[config.mk]
export PLATFORM = sky130hd
export DESIGN_NAME = clk_switch_ctrl_flat
export DESIGN_NICKNAME = d
export VERILOG_FILES = /design/src/rtl/clk_switch_ctrl_if.sv /design/src/rtl/clk_switch_ctrl.sv /design/src/flat_wrapper.sv
export SDC_FILE = /design/constraint.sdc
export NUM_CORES = 1
export LEC_CHECK = 0
export BUFFER_PORTS_ARGS = -buffer_cell sky130_fd_sc_hd__buf_2
export CAP_MARGIN = 20
export CORE_MARGIN = 2
export CORE_UTILIZATION = 55
export DETAILED_ROUTE_END_ITERATION = 8
export PLACE_DENSITY = 0.74
export SYNTH_ARGS = -nofsm -noshare
export SYNTH_HDL_FRONTEND = slang
export SYNTH_SLANG_ARGS = --single-unit
export TNS_END_PERCENT = 10
[constraint.sdc]
create_clock -name clk -period 4.7 [get_ports clk]
set_input_delay 0.235 -clock clk [delete_from_list [all_inputs] [get_ports clk]]
set_output_delay 0.235 -clock clk [all_outputs]
set_load 0.05 [all_outputs]
[src/rtl/clk_switch_ctrl_if.sv]
// Handshake and heartbeat bundle between the clock-management register
// block (master) and the clock switch sequencer (slave).
interface clk_switch_ctrl_if;
  logic req;
  logic req_sel;
  logic hb_a;
  logic hb_b;
  logic sel;
  logic ack;
  logic err;
  logic busy;
  logic fo_evt;

  modport master (
    output req, req_sel, hb_a, hb_b,
    input  sel, ack, err, busy, fo_evt
  );

  modport slave (
    input  req, req_sel, hb_a, hb_b,
    output sel, ack, err, busy, fo_evt
  );
endinterface

[src/rtl/clk_switch_ctrl.sv]
// Clock switch sequencer running on the always-on reference clock.
// It verifies the requested clock is alive from its heartbeat, drives the
// glitch-free switch select, waits for the switch to settle and then
// acknowledges through a 4-phase req/ack handshake.
// Optional feature macro: CLK_SWITCH_FAILOVER_EN (automatic failover when the
// currently selected clock stops while idle).
module clk_switch_ctrl #(
  parameter int DET_WIN    = 64,
  parameter int MIN_EDGES  = 4,
  parameter int SETTLE_CYC = 8
) (
  input logic              clk,
  input logic              rst,
  clk_switch_ctrl_if.slave bus
);

  localparam int WIN_W  = $clog2(DET_WIN + 1);
  localparam int EDGE_W = $clog2(MIN_EDGES + 1);
  localparam int SET_W  = $clog2(SETTLE_CYC + 1);

  localparam logic [WIN_W-1:0]  WIN_LAST  = WIN_W'(DET_WIN - 1);
  localparam logic [EDGE_W-1:0] EDGE_MAX  = EDGE_W'(MIN_EDGES);
  localparam logic [EDGE_W-1:0] EDGE_NEAR = EDGE_W'(MIN_EDGES - 1);
  localparam logic [SET_W-1:0]  SET_LAST  = SET_W'(SETTLE_CYC - 1);

  typedef enum logic [2:0] {
    S_IDLE,
    S_CHECK,
    S_SWITCH,
    S_SETTLE,
    S_DONE
  } state_t;

  state_t            state;
  logic              tgt;
  logic              fo_run;
  logic [WIN_W-1:0]  win_cnt;
  logic [EDGE_W-1:0] edge_cnt;
  logic [SET_W-1:0]  set_cnt;
  logic              sel_q;
  logic              ack_q;
  logic              err_q;
  logic              busy_q;

  logic [2:0] sync_a;
  logic [2:0] sync_b;
  logic       edge_a;
  logic       edge_b;
  logic       tgt_edge;
  logic       check_pass;

  // Heartbeat synchronizers: two flops for metastability, a third for edge detect.
  always_ff @(posedge clk) begin
    // NOTE: sequential state uses non-blocking assignments so every flop
    // samples the pre-edge value of its neighbour; blocking here would
    // collapse the synchronizer chain into a single flop.
    if (rst) begin
      sync_a <= '0;
      sync_b <= '0;
    end else begin
      sync_a <= {sync_a[1:0], bus.hb_a};
      sync_b <= {sync_b[1:0], bus.hb_b};
    end
  end

  // Edge on either heartbeat level, and the pass decision including this cycle's edge.
  always_comb begin
    edge_a     = sync_a[1] ^ sync_a[2];
    edge_b     = sync_b[1] ^ sync_b[2];
    tgt_edge   = tgt ? edge_a : edge_b;
    check_pass = (edge_cnt == EDGE_MAX) || (tgt_edge && (edge_cnt == EDGE_NEAR));
  end

`ifdef CLK_SWITCH_FAILOVER_EN
  logic [WIN_W-1:0]  mon_win;
  logic [EDGE_W-1:0] mon_edges;
  logic              mon_edge;
  logic              mon_trig;
  logic              fo_evt_q;

  // Liveness of the currently selected clock, judged at the end of each idle window.
  always_comb begin
    mon_edge = sel_q ? edge_a : edge_b;
    mon_trig = (state == S_IDLE) && (mon_win == WIN_LAST) &&
               !((mon_edges == EDGE_MAX) || (mon_edge && (mon_edges == EDGE_NEAR)));
  end

  // Free-running idle window; restarts whenever the sequencer leaves IDLE.
  always_ff @(posedge clk) begin
    if (rst || (state != S_IDLE) || (mon_win == WIN_LAST)) begin
      mon_win   <= '0;
      mon_edges <= '0;
    end else begin
      mon_win <= mon_win + WIN_W'(1);
      if (mon_edge && (mon_edges != EDGE_MAX))
        mon_edges <= mon_edges + EDGE_W'(1);
    end
  end

  // One-cycle failover pulse, high exactly during the SWITCH of an internal request.
  always_ff @(posedge clk) begin
    if (rst)
      fo_evt_q <= 1'b0;
    else
      fo_evt_q <= (state == S_CHECK) && (win_cnt == WIN_LAST) && check_pass && fo_run;
  end

  assign bus.fo_evt = fo_evt_q;
`else
  // NOTE: with the monitor compiled out the output is a constant tie-off,
  // not an undriven port.
  assign bus.fo_evt = 1'b0;
`endif

  // Sequencer FSM with registered handshake and select outputs.
  always_ff @(posedge clk) begin
    if (rst) begin
      state    <= S_IDLE;
      tgt      <= 1'b1;
      fo_run   <= 1'b0;
      win_cnt  <= '0;
      edge_cnt <= '0;
      set_cnt  <= '0;
      sel_q    <= 1'b1;
      ack_q    <= 1'b0;
      err_q    <= 1'b0;
      busy_q   <= 1'b0;
    end else begin
      case (state)
        S_IDLE: begin
          if (bus.req) begin
            tgt    <= bus.req_sel;
            fo_run <= 1'b0;
            busy_q <= 1'b1;
            if (bus.req_sel == sel_q) begin
              state <= S_DONE;
              ack_q <= 1'b1;
              err_q <= 1'b0;
            end else begin
              state    <= S_CHECK;
              win_cnt  <= '0;
              edge_cnt <= '0;
            end
          end
`ifdef CLK_SWITCH_FAILOVER_EN
          else if (mon_trig) begin
            state    <= S_CHECK;
            tgt      <= ~sel_q;
            fo_run   <= 1'b1;
            busy_q   <= 1'b1;
            win_cnt  <= '0;
            edge_cnt <= '0;
          end
`endif
        end

        S_CHECK: begin
          if (tgt_edge && (edge_cnt != EDGE_MAX))
            edge_cnt <= edge_cnt + EDGE_W'(1);
          if (win_cnt == WIN_LAST) begin
            if (check_pass) begin
              state <= S_SWITCH;
            end else if (fo_run) begin
              state  <= S_IDLE;
              fo_run <= 1'b0;
              busy_q <= 1'b0;
            end else begin
              state <= S_DONE;
              ack_q <= 1'b1;
              err_q <= 1'b1;
            end
          end else begin
            win_cnt <= win_cnt + WIN_W'(1);
          end
        end

        S_SWITCH: begin
          sel_q   <= tgt;
          set_cnt <= '0;
          state   <= S_SETTLE;
        end

        S_SETTLE: begin
          if (set_cnt == SET_LAST) begin
            if (fo_run) begin
              state  <= S_IDLE;
              fo_run <= 1'b0;
              busy_q <= 1'b0;
            end else begin
              state <= S_DONE;
              ack_q <= 1'b1;
              err_q <= 1'b0;
            end
          end else begin
            set_cnt <= set_cnt + SET_W'(1);
          end
        end

        S_DONE: begin
          if (!bus.req) begin
            state  <= S_IDLE;
            ack_q  <= 1'b0;
            err_q  <= 1'b0;
            busy_q <= 1'b0;
          end
        end

        default: state <= S_IDLE;
      endcase
    end
  end

  assign bus.sel  = sel_q;
  assign bus.ack  = ack_q;
  assign bus.err  = err_q;
  assign bus.busy = busy_q;

endmodule

[src/flat_wrapper.sv]
// flat-port wrapper written by rule: the top's interface ports become plain ports
module clk_switch_ctrl_flat 
#(
  parameter int DET_WIN    = 64,
  parameter int MIN_EDGES  = 4,
  parameter int SETTLE_CYC = 8
)
  (clk, rst, bus_req, bus_req_sel, bus_hb_a, bus_hb_b, bus_sel, bus_ack, bus_err, bus_busy, bus_fo_evt);
  clk_switch_ctrl_if bus_i ();
  input logic clk;
  input logic rst;
  input wire logic [$bits(bus_i.req)-1:0] bus_req;
  input wire logic [$bits(bus_i.req_sel)-1:0] bus_req_sel;
  input wire logic [$bits(bus_i.hb_a)-1:0] bus_hb_a;
  input wire logic [$bits(bus_i.hb_b)-1:0] bus_hb_b;
  output wire logic [$bits(bus_i.sel)-1:0] bus_sel;
  output wire logic [$bits(bus_i.ack)-1:0] bus_ack;
  output wire logic [$bits(bus_i.err)-1:0] bus_err;
  output wire logic [$bits(bus_i.busy)-1:0] bus_busy;
  output wire logic [$bits(bus_i.fo_evt)-1:0] bus_fo_evt;
  assign bus_i.req = bus_req;
  assign bus_i.req_sel = bus_req_sel;
  assign bus_i.hb_a = bus_hb_a;
  assign bus_i.hb_b = bus_hb_b;
  assign bus_sel = bus_i.sel;
  assign bus_ack = bus_i.ack;
  assign bus_err = bus_i.err;
  assign bus_busy = bus_i.busy;
  assign bus_fo_evt = bus_i.fo_evt;
  clk_switch_ctrl #(.DET_WIN(DET_WIN), .MIN_EDGES(MIN_EDGES), .SETTLE_CYC(SETTLE_CYC)) u_core (.clk(clk), .rst(rst), .bus(bus_i));
endmodule
* After elaboration in Yosys (flattened, before gate mapping) *
Index checks and enable logic that the tools add are counted.

word-level totals
  flip-flop bits (word level) = 29
  input port bits = 6
  output and inout port bits = 5
  logic and storage cells = 102

operators by class
  add/subtract/negate cells = 3
  equality and inequality tests = 22
  mux-type cells = 46
  bitwise operators = 2
  reductions and logical operators = 17

operators with widths
  operator                                                number
  2-to-1 mux 3 bit                                        10
  2-to-1 mux 1 bit                                        24
  2-to-1 mux 7 bit                                        3
  inequality test 2 bit (second input constant)           8
  case mux 3 bit (5 select lines)                         1
  case mux 7 bit (2 select lines)                         1
  case mux 1 bit (4 select lines)                         3
  AND reduction 4 bit                                     3
  == test 3 x 2 -> 1 bit (second input constant)          3
  AND reduction 9 bit                                     1
  inequality test 2 x 1 -> 1 bit (second input constant)  4
  case mux 4 bit (2 select lines)                         1
  adder 7 x 1 -> 7 bit (second input constant)            1
  == test 7 x 6 -> 1 bit (second input constant)          1
  AND reduction 7 bit                                     1
  == test 3 bit (second input constant)                   2
  case mux 3 bit (2 select lines)                         1
  AND reduction 6 bit                                     1
  AND reduction 5 bit                                     1
  adder 4 x 1 -> 4 bit (second input constant)            1
  == test 4 x 3 -> 1 bit (second input constant)          1
  2-to-1 mux 4 bit                                        1
  AND reduction 2 bit                                     2
  nonzero test 2 bit                                      2
  other kinds (11)                                        13

* Longest topological paths before layout *
Gate-level depths: netlist (run 1).

  depth in word-level cells = 7
  gate-level depth with buffers = 6
  depth with buffers taken out = 6

* Worst setup path after synthesis (run 1) *
No wires, ideal clock.

  path type = reg-to-reg
  start point = reg u_core.sel_q (netlist: u_core.bus.sel)
  end point = reg u_core.edge_cnt[1]
  library setup time = 0.139 ns
  arrival time = 1.478 ns
  required time = 4.561 ns
  slack = 3.083 ns
  cell stages (with the launch flop) = 5
  buffers on the path = 0
  period minus slack after synthesis = 1.617 ns
  cells stage by stage = dfxtp_1 xor2_1 a21oi_1 nor3_1 o221ai_1

between the ends
  word-level cells in the longest chain between the ends = 3

RTL lines
  element                                 line                    text
  from (decl)                             clk_switch_ctrl.sv:40   logic sel_q;
  from (signal assigned)                  clk_switch_ctrl.sv:178  sel_q <= tgt;
  == test 1 bit                           clk_switch_ctrl.sv:135  if (bus.req_sel == sel_q) begin
  inequality test 2 bit (no source line)  n/a
  AND reduction 4 bit (no source line)    n/a
  to (signal assigned)                    clk_switch_ctrl.sv:159  edge_cnt <= edge_cnt + EDGE_W'(1);
  to (decl)                               clk_switch_ctrl.sv:38   logic [EDGE_W-1:0] edge_cnt;

No other way between the ends.
A chain may end at the register's enable or synchronous reset.

* Final worst setup path (run 1) *
  start point = reg u_core.state[0]
  end point = reg u_core.win_cnt[5]

between the ends
  word-level cells in the longest chain between the ends = 3
  elaborated cells between the ends (all ways) = 8
  classes of those cells = eq/ne: 4; mux: 1; reduce/logical: 3

RTL lines
  element                                                                              line                    text
  from (decl)                                                                          clk_switch_ctrl.sv:34   state_t state;
  from (signal assigned)                                                               clk_switch_ctrl.sv:118  state <= S_IDLE;
  from (signal assigned)                                                               clk_switch_ctrl.sv:136  state <= S_DONE;
  from (signal assigned)                                                               clk_switch_ctrl.sv:140  state <= S_CHECK;
  == test 3 x 1 -> 1 bit / zero test 3 bit (equally long branches)                     clk_switch_ctrl.sv:129  case (state)
  inequality test 2 bit (no source line) / nonzero test 2 bit (equally long branches)  n/a
  AND reduction 4 bit (no source line)                                                 n/a
  to (signal assigned)                                                                 clk_switch_ctrl.sv:173  win_cnt <= win_cnt + WIN_W'(1);
  to (decl)                                                                            clk_switch_ctrl.sv:37   logic [WIN_W-1:0] win_cnt;

Parallel ways exist; a longest one is shown, timed or not.

==> results of run 1 <==
[per-stage QoR]
| step | util, % | total power [mW] | cells |
|---|---|---|---|
| 6_report | 61.8 | 0.496 | 204 |
| 5_1_grt | 61.8 | 0.523 | 204 |
| 4_1_cts | 61.8 | 0.499 | 204 |
| 3_5_place_dp | 60.3 | 0.382 | 200 |
| 3_3_place_gp | 60.3 | 0.380 | 200 |
| 2_1_floorplan | - | 0.362 | 167 |
[cell families after synthesis]
group / Yosys count / synth area share (%)
adder cells (fa/ha/maj): 5 / 4.33
flip-flops: 28 / 38.8
XOR/XNOR: 4 / 2.43
AND/OR/NAND/NOR: 71 / 26.6
other: 1 / 0.260
buffers and inverters: 12 / 3.81
AO/OA/AOI/OAI: 42 / 21.0
multiplexers: 4 / 2.77
[flip-flops by register name, summed over array words and instances, names as in the netlist]
register / count
u_core.tgt: 1
u_core.edge_cnt: 3
u_core.state: 3
u_core.bus.sel: 1
u_core.win_cnt: 7
u_core.bus.busy: 1
u_core.sync_b: 3
u_core.sync_a: 3
u_core.bus.err: 1
u_core.set_cnt: 4
u_core.bus.ack: 1
[power breakdown]
group | leakage, nW | total, mW | switching (mW) | internal (mW)
clock | 0.0210 | 0.118 | 0.0710 | 0.0474
combinational | 0.277 | 0.106 | 0.0691 | 0.0366
sequential | 0.228 | 0.272 | 0.0198 | 0.252
[layout make-up]
| class | count | area [um^2] | share of cell area (%) |
|---|---|---|---|
| Sequential cell | 28 | 561 | 36.6 |
| Timing Repair Buffer | 9 | 45.0 | 2.94 |
| Clock buffer | 4 | 36.3 | 2.37 |
| Tap cell | 30 | 37.5 | 2.45 |
| Multi-Input combinational cell | 127 | 828 | 54.1 |
| Inverter | 6 | 22.5 | 1.47 |
[metal layers]
metal / vias to the layer above / track usage, % / part of all wire [%]
li1: 620 / - / -
met1: 552 / 26.4 / 48
met2: 26 / 28.7 / 47
met3: 2 / 2.81 / 3.6
met4: 0 / 5.23 / 0.55
met5: - / 0 / 0
[worst max-delay path by stage]
| stage | startpoint | to | cells after the start |
|---|---|---|---|
| CTS | u_core.state[0]$_SDFFE_PP0P_ | u_core.win_cnt[5]$_SDFFE_PP0P_ | 4 |
| detailed placement | u_core.state[0]$_SDFFE_PP0P_ | u_core.win_cnt[5]$_SDFFE_PP0P_ | 4 |
| finish | u_core.state[0]$_SDFFE_PP0P_ | u_core.win_cnt[5]$_SDFFE_PP0P_ | 4 |
| global route | u_core.state[0]$_SDFFE_PP0P_ | u_core.win_cnt[5]$_SDFFE_PP0P_ | 4 |
| floorplan | u_core.bus.sel$_SDFFE_PP1N_ | u_core.edge_cnt[1]$_SDFFE_PP0P_ | 4 |
| global placement | u_core.state[0]$_SDFFE_PP0P_ | u_core.win_cnt[5]$_SDFFE_PP0P_ | 4 |
[cells in the final DEF, fill, tap and decap left out, drive strengths merged, types with 3 or more instances in the layout]
cell / synthesis / layout
nand2b: 6 / 6
a21oi: 12 / 12
buf: 4 / 9
nand2: 19 / 19
nor2b: 8 / 8
nor3: 3 / 3
o211ai: 5 / 5
a211o: 4 / 4
nand3: 10 / 10
o21ai: 5 / 5
ha: 5 / 5
inv: 6 / 6
dfxtp: 28 / 28
clkbuf: 2 / 4
nor2: 12 / 12
mux2i: 4 / 4
==> impl_metrics.ini, run 1 <==
[timing]
rsz0062_at_grt = no
maxClockFrequency_mhz = 563
slew_violations = 0
fin_skew_ns = 0.00321
worst_pin_slew_ns = 0.524
setup_ws_ns = 2.92
fin_hold_ws_ns = 0.105
relSlewSlack_pct = 64.1
setup_viol_count_final = 0
fin_crit_ns = 1.78
hold_violations = 0
finalCritPeriodShare_pct = 37.8
final.setup.tns_ns = 0

[worst_hold_path]
min_from = bus_hb_b
min_path_type = input port to flip-flop
hold_depth = 2
holdPathEnd = u_core.sync_b[0]$_SDFF_PP0_

[placed_design]
portBuffers = 9
routabilityCongestion = 0.763
dp_hpwl_um = 1990
post-place-ws_ns = 2.97
dpl_cell_area_um2 = 1490

[clock_network]
cts_buffers = 3
post-cts-setup-buffer-count = 0
clockRootBuffer = clkbuf_4
clockBufferDepth = 2
clkTransAtPathRegs_ns = 0.15
cts_resized = 0
cts_hold_buf = 0
clock-sinks = 28
cts_max_level = 1
cts_tree = done
clock_latency_ns = 0.33

[routing]
via_count = 1200
viasPerCell = 5.88
drc = 0
drt_iter0_drc = 46
drt-wirelength-per-cell_um = 13.4
wirelength_um = 2730
drtPass1Iterations = 5
ant_nets = 0

[worst_setup_path]
crit_fanout = 15
rr_worst_depth = 4
rr_endpoint = u_core.win_cnt[5]$_SDFFE_PP0P_
r2r_slack_ns = 2.92
worstPathBufferInverterCount = 0
crit_path_start_kind = flip-flop
cp.arrival_ns = 2.05
cpMaxStageDelayCell = dfxtp_1
crit_chain = nor3b_4 -> o21ai_2 -> a211oi_2 -> mux2i_1
r2r-start = u_core.state[0]$_SDFFE_PP0P_
required_ns = 4.98
crit_type = flip-flop to flip-flop
critPathMaxStageDelay_ns = 0.63
crit_family = flip-flops
endpoint_kind = flip-flop

[synthesis]
ys_seq_elements = 28
ys_top_cells_by_area = dfxtp_1 39%, nand2_1 4.7%, ha_1 4.3%
syn-num-nets = 178
yosysTopAreaCell = dfxtp_1
ys_top_cells_by_count = 28 x dfxtp_1, 18 x nand2_1, 12 x a21oi_1, 12 x nor2_1, 10 x nand3_1
synth_edf_count = 0
async_flop_share_pct = 0
ys_types = 45
synth_top_area_share_pct = 38.8
synth_top_flop_cell = dfxtp_1
synth_most_common_cell = dfxtp_1
yosysSeqAreaShare_pct = 38.8
synth_cells = 167
synth_area_per_cell_um2 = 8.65
ys_warn_count = 0
syn-cell-area_um2 = 1440

[floorplan]
io-pin-count = 11
rows = 18
die-area_um2 = 3050
coreArea_um2 = 2480
die_h_um = 55.2
initial_core_util_pct = 58.3
die_w_um = 55.2

[flow_run]
drv_cap = 0

[pwr]
power.density_nw_per_um2 = 324
ir_worst_vdd_mv = 0.222
p_leak_nw = 0.526

[global_route]
grt_max_degree = 25
grt_usage_pct = 18.4
grt_pass1_vias = 1047
grt_pass1_wl_um = 4650
grt_antenna_before_repair = 0
overflow = 0

[finish]
drive_above_1_share_pct = 13.2
syn2layout_area_growth_pct = 5.98
antenna_cells = 0
final_area_um2 = 1530
fill_cells = 227
fin_nets = 186

[run_status]
status = complete, no violations
No activity file was read; power rests on OpenSTA's default activity.
==> inputs of run 2 (changes only) <==
Settings changed: CORE_UTILIZATION 55 to 52, PLACE_DENSITY 0.74 to 0.73.
Clock period 4.7 ns to 1.45 ns, I/O delays scaled along.
==> run 2 against run 1 <==
Against the previous run:
- the flow now finishes with violations (negative setup slack)
- via count grew 13%
- utilization grew 8.0 points
- hold slack lost 0.078 ns
- combinational power grew to 4.7 times the previous value
- largest power group unchanged
- register-to-register slack lost 3.0 ns
- sequential share of layout area shrank 6.0 points
- critical path depth is the same
- critical path type unchanged
- clock-buffer cell count shrank 1
- power grew to 3.8 times the previous value
- setup slack lost 3.0 ns
==> impl_metrics.ini, run 2 (synthesis results as in run 1) <==
[floorplan]
io-pin-count = 11
coreArea_um2 = 2690
die_w_um = 56.7
die_h_um = 56.7
initial_core_util_pct = 53.7
rows = 19
die-area_um2 = 3210

[clock_network]
clock-sinks = 28
cts_buffers = 3
cts_tree = done
clkTransAtPathRegs_ns = 0.15
cts_max_level = 1
clockBufferDepth = 2
clock_latency_ns = 0.33
clockRootBuffer = clkbuf_4

[timing]
setup_ws_ns = -0.0465
fin_skew_ns = 0.00842
rsz0062_at_grt = yes
relSlewSlack_pct = 68.3
finalCritPeriodShare_pct = 103
slew_violations = 0
fin_hold_ws_ns = 0.0273
worst_pin_slew_ns = 0.462
setup_viol_count_final = 3
hold_violations = 0
final.setup.tns_ns = -0.116
fin_crit_ns = 1.50
maxClockFrequency_mhz = 668

[finish]
antenna_cells = 0
final_cell_mix = 26 x buf_4, 21 x dfxtp_1, 18 x nand2_1
top_register = u_core.win_cnt
largest_reg_flops = 7
layout.cells.most_common = buf_4
layout.cells.non_filler = 234
fin_nets = 215
syn2layout_area_growth_pct = 29.7
drive_above_1_share_pct = 32.0
top_regs = u_core.win_cnt: 7 flops, u_core.set_cnt: 4 flops

[worst_setup_path]
crit_type = flip-flop to flip-flop
critPathMaxStageDelay_ns = 0.43
crit_fanout = 7
crit_path_start_kind = flip-flop
cp.arrival_ns = 1.77
endpoint_kind = flip-flop
required_ns = 1.72
crit_chain = nor4b_2 -> nand2_2 -> a211o_1 -> a21oi_1
cpMaxStageDelayCell = nor4b_2

[placed_design]
routabilityCongestion = 0.795
portBuffers = 9
dp_hpwl_um = 2350
post-place-ws_ns = -0.0562
dp.cells = 220

[pwr]
p_leak_nw = 0.683
ir_worst_vdd_mv = 0.822
power.density_nw_per_um2 = 1010

[routing]
drc = 0
drt-wirelength-per-cell_um = 14.9
drtPass1Iterations = 4
ant_nets = 0
viasPerCell = 5.82
via_count = 1361
wirelength_um = 3480
drt_iter0_drc = 54

[flow_run]
drv_cap = 0

[global_route]
grt_max_degree = 17
overflow = 0
grt_antenna_before_repair = 0
grt_pass1_wl_um = 5530
grt_pass1_vias = 1352
grt_usage_pct = 21.6

[worst_hold_path]
min_path_type = input port to flip-flop

[run_status]
status = finished with violations
violations = negative setup slack
run 2: cell count changes in the layout (fill, tap and decap cells not counted), moves of 2 or more:
cell,before,now
buf_4,0,26
dfxtp_1,28,21
dfxtp_2,0,5
dfxtp_4,0,2
dlygate4sd3_1,0,3
run 2: layout make-up:
type                       count  area, um^2
clock buffer                   3        22.5
timing repair buffer          38         270
multi-input combinational    127         915
tap                           31        38.8
sequential                    28         574
fill                         224         813
clock inverter                 1        30.0
inverter                       6        22.5
run 2: through the flow:
stage	area, um^2	utilization, %	total power, mW
6_report	1870	69.7	1.89
5_1_grt	1870	69.7	1.97
4_1_cts	1750	65.3	1.84
3_5_place_dp	1650	61.2	1.31
3_3_place_gp	1650	61.2	1.30
2_1_floorplan	1450	-	1.17
run 2: power by group:
group	internal [mW]	total, mW	switching [mW]	leakage, nW
Sequential	0.821	0.873	0.0519	0.231
Clock	0.280	0.522	0.242	0.0279
Combinational	0.205	0.493	0.288	0.424
run 2: timing repair:
| action | in CTS | in global routing |
|---|---|---|
| pin swaps | 0 | 6 |
| hold buffers | 3 | 0 |
| hold endpoints to repair | 3 | 0 |
| setup endpoints to repair | 9 | 11 |
| buffers inserted | 0 | 8 |
| resized for setup | 7 | 15 |
run 2: worst max-delay path, delay by kind of cell, from the launching register on:
family / cells / cell delay, ns
AOI/OAI and AO/OA: 2 / 0.44
DFF: 1 / 0.40
and+or+nand+nor: 2 / 0.59
run 2: final timing paths:
kind                                       start                        endpoint  slack (ns)  cells after the start
setup / recovery    u_core.state[0]$_SDFFE_PP0P_  u_core.win_cnt[3]$_SDFFE_PP0P_       -0.05                      4
hold / removal                               rst  u_core.win_cnt[1]$_SDFFE_PP0P_        0.03                      2
setup reg to reg    u_core.state[0]$_SDFFE_PP0P_  u_core.win_cnt[3]$_SDFFE_PP0P_       -0.05                      4
hold reg to reg   u_core.win_cnt[6]$_SDFFE_PP0P_  u_core.win_cnt[6]$_SDFFE_PP0P_        0.45                      2
run 2: per-layer routing:
| metal | track usage (%) | share of wire (%) |
|---|---|---|
| met4 | 10.2 | 1.7 |
| met1 | 25.5 | 43 |
| met2 | 38.5 | 53 |
| met3 | 2.07 | 2.1 |
| met5 | 0 | 0 |
==> inputs of run 3 (changes only) <==
Settings changed: CAP_MARGIN 20 to 40, CORE_ASPECT_RATIO set to 1.4.
==> run 3 against run 2 <==
Against the previous run:
- the flow now finishes without violations
- sequential power grew 1%
- final area grew 2.1%
- clock-buffer cell count is the same
- fmax grew 6.1%
- sequential share of layout area shrank 0.36 points
- highest routed layer unchanged
- non-clock buffer count shrank 4
- die area grew 0.19%
- setup slack gained 0.087 ns
- critical path depth grew 2
==> impl_metrics.ini, run 3 (synthesis results as in run 1) <==
[finish]
layout.cells.non_filler = 235
layout.cells.most_common = buf_4
seqCellArea_um2 = 579
largest_reg_flops = 7
multi_input_area_um2 = 960
top_register = u_core.win_cnt
syn2layout_area_growth_pct = 32.4
fill_cells = 198
final_cell_mix = 21 x buf_4, 19 x dfxtp_1, 17 x nand2_1
drive_above_1_share_pct = 33.7
antenna_cells = 0
top_regs = u_core.win_cnt: 7 flops, u_core.set_cnt: 4 flops
fin_nets = 211

[placed_design]
dp_hpwl_um = 2340
post-place-ws_ns = -0.0425
routabilityCongestion = 0.875
portBuffers = 9
dp.cells = 225

[worst_setup_path]
crit_type = flip-flop to flip-flop
cp_common_cell = ha_4
required_ns = 1.71
crit_fanout = 3
critPathMaxStageDelay_ns = 0.39
endpoint_kind = flip-flop
crit_chain = ha_4 -> ha_4 -> nand2b_4 -> o221a_4 -> o211ai_1 -> a221oi_2
crit_path_start_kind = flip-flop
cpMaxStageDelayCell = dfxtp_4
cp.arrival_ns = 1.67

[routing]
wirelength_um = 3290
drtPass1Iterations = 4
drt-wirelength-per-cell_um = 14.0
drc = 0
viasPerCell = 5.73
drt_iter0_drc = 38
via_count = 1347
ant_nets = 0

[timing]
final.setup.tns_ns = 0
fin_skew_ns = 0.00420
fin_crit_ns = 1.41
slew_violations = 0
setup_ws_ns = 0.0400
hold_violations = 0
setup_viol_count_final = 0
finalCritPeriodShare_pct = 97.2
rsz0062_at_grt = yes
maxClockFrequency_mhz = 709

[clock_network]
clockBufferDepth = 2
cts_max_level = 1
clockRootBuffer = clkbuf_4
clock_latency_ns = 0.33
clkTransAtPathRegs_ns = 0.15
cts_tree = done
clock-sinks = 28
cts_buffers = 3

[global_route]
grt_pass1_wl_um = 5490
grt_antenna_before_repair = 0
grt_usage_pct = 21.6
grt_max_degree = 17
grt_pass1_vias = 1273
overflow = 0

[run_status]
status = complete, no violations

[floorplan]
die_h_um = 66.4
initial_core_util_pct = 54.6
die-area_um2 = 3220
io-pin-count = 11
rows = 22
die_w_um = 48.5
coreArea_um2 = 2640

[pwr]
p_leak_nw = 0.687
power.density_nw_per_um2 = 981
ir_worst_vdd_mv = 0.835

[worst_hold_path]
min_path_type = input port to flip-flop

[flow_run]
drv_cap = 0
==> run 3: routing by layer <==
layer  track usage, %  wire, um  vias to the layer above
met3             2.71        58                        6
li1                 -         -                      670
met4             7.86        46                        0
met5                0         0                        -
met1             24.5      1410                      648
met2             41.3      1770                       23
==> run 3: final cells by class <==
class / instances / share of cell area (%)
Inverter: 6 / 1.18
Tap cell: 36 / 2.36
Timing Repair Buffer: 34 / 13.2
Sequential cell: 28 / 30.3
Clock buffer: 3 / 1.18
Clock inverter: 1 / 1.57
Multi-Input combinational cell: 127 / 50.2
==> run 3: final timing paths <==
| path | startpoint | endpoint | slack (ns) | cells past startpoint |
|---|---|---|---|---|
| worst max-delay path | u_core.edge_cnt[0]$_SDFFE_PP0P_ | u_core.bus.err$_SDFFE_PP0P_ | 0.04 | 6 |
| worst min register to register | u_core.win_cnt[6]$_SDFFE_PP0P_ | u_core.win_cnt[6]$_SDFFE_PP0P_ | 0.45 | 2 |
| worst max register to register | u_core.edge_cnt[0]$_SDFFE_PP0P_ | u_core.bus.err$_SDFFE_PP0P_ | 0.04 | 6 |
| worst min-delay path | rst | u_core.bus.err$_SDFFE_PP0P_ | 0.04 | 2 |
==> run 3: power by group <==
group	total (mW)	switching (mW)	internal, mW	leakage, nW
sequential	0.884	0.0623	0.821	0.232
combinational	0.475	0.276	0.199	0.427
clock	0.517	0.237	0.280	0.0279
total	1.88	0.576	1.30	0.687
==> run 3: worst max-delay path, delay by kind of cell, from the launching register on <==
family | cells | cell delay [ns]
adders and majority gates | 2 | 0.33
and+or+nand+nor | 1 | 0.06
AOI/OAI and AO/OA | 3 | 0.57
DFF | 1 | 0.39
==> run 3: repair_timing <==
item / 4_1_cts / 5_1_grt
setup endpoints to repair: 11 / 12
setup buffers: 0 / 4
pin swaps: 0 / 10
gates resized for setup: 10 / 22
endpoints found under the hold margin: 3 / 0
hold buffers: 3 / 0
==> run 3: per-stage QoR <==
stage / hold slack (ns) / util (%) / instance area [um^2] / power (mW)
floorplan: 0.201 / - / 1450 / 1.17
global placement: 0.295 / 63.0 / 1660 / 1.30
detailed placement: 0.294 / 63.0 / 1660 / 1.31
CTS: 0.0136 / 67.4 / 1780 / 1.84
global route: 0.0256 / 72.3 / 1910 / 1.97
finish: 0.0424 / 72.3 / 1910 / 1.88
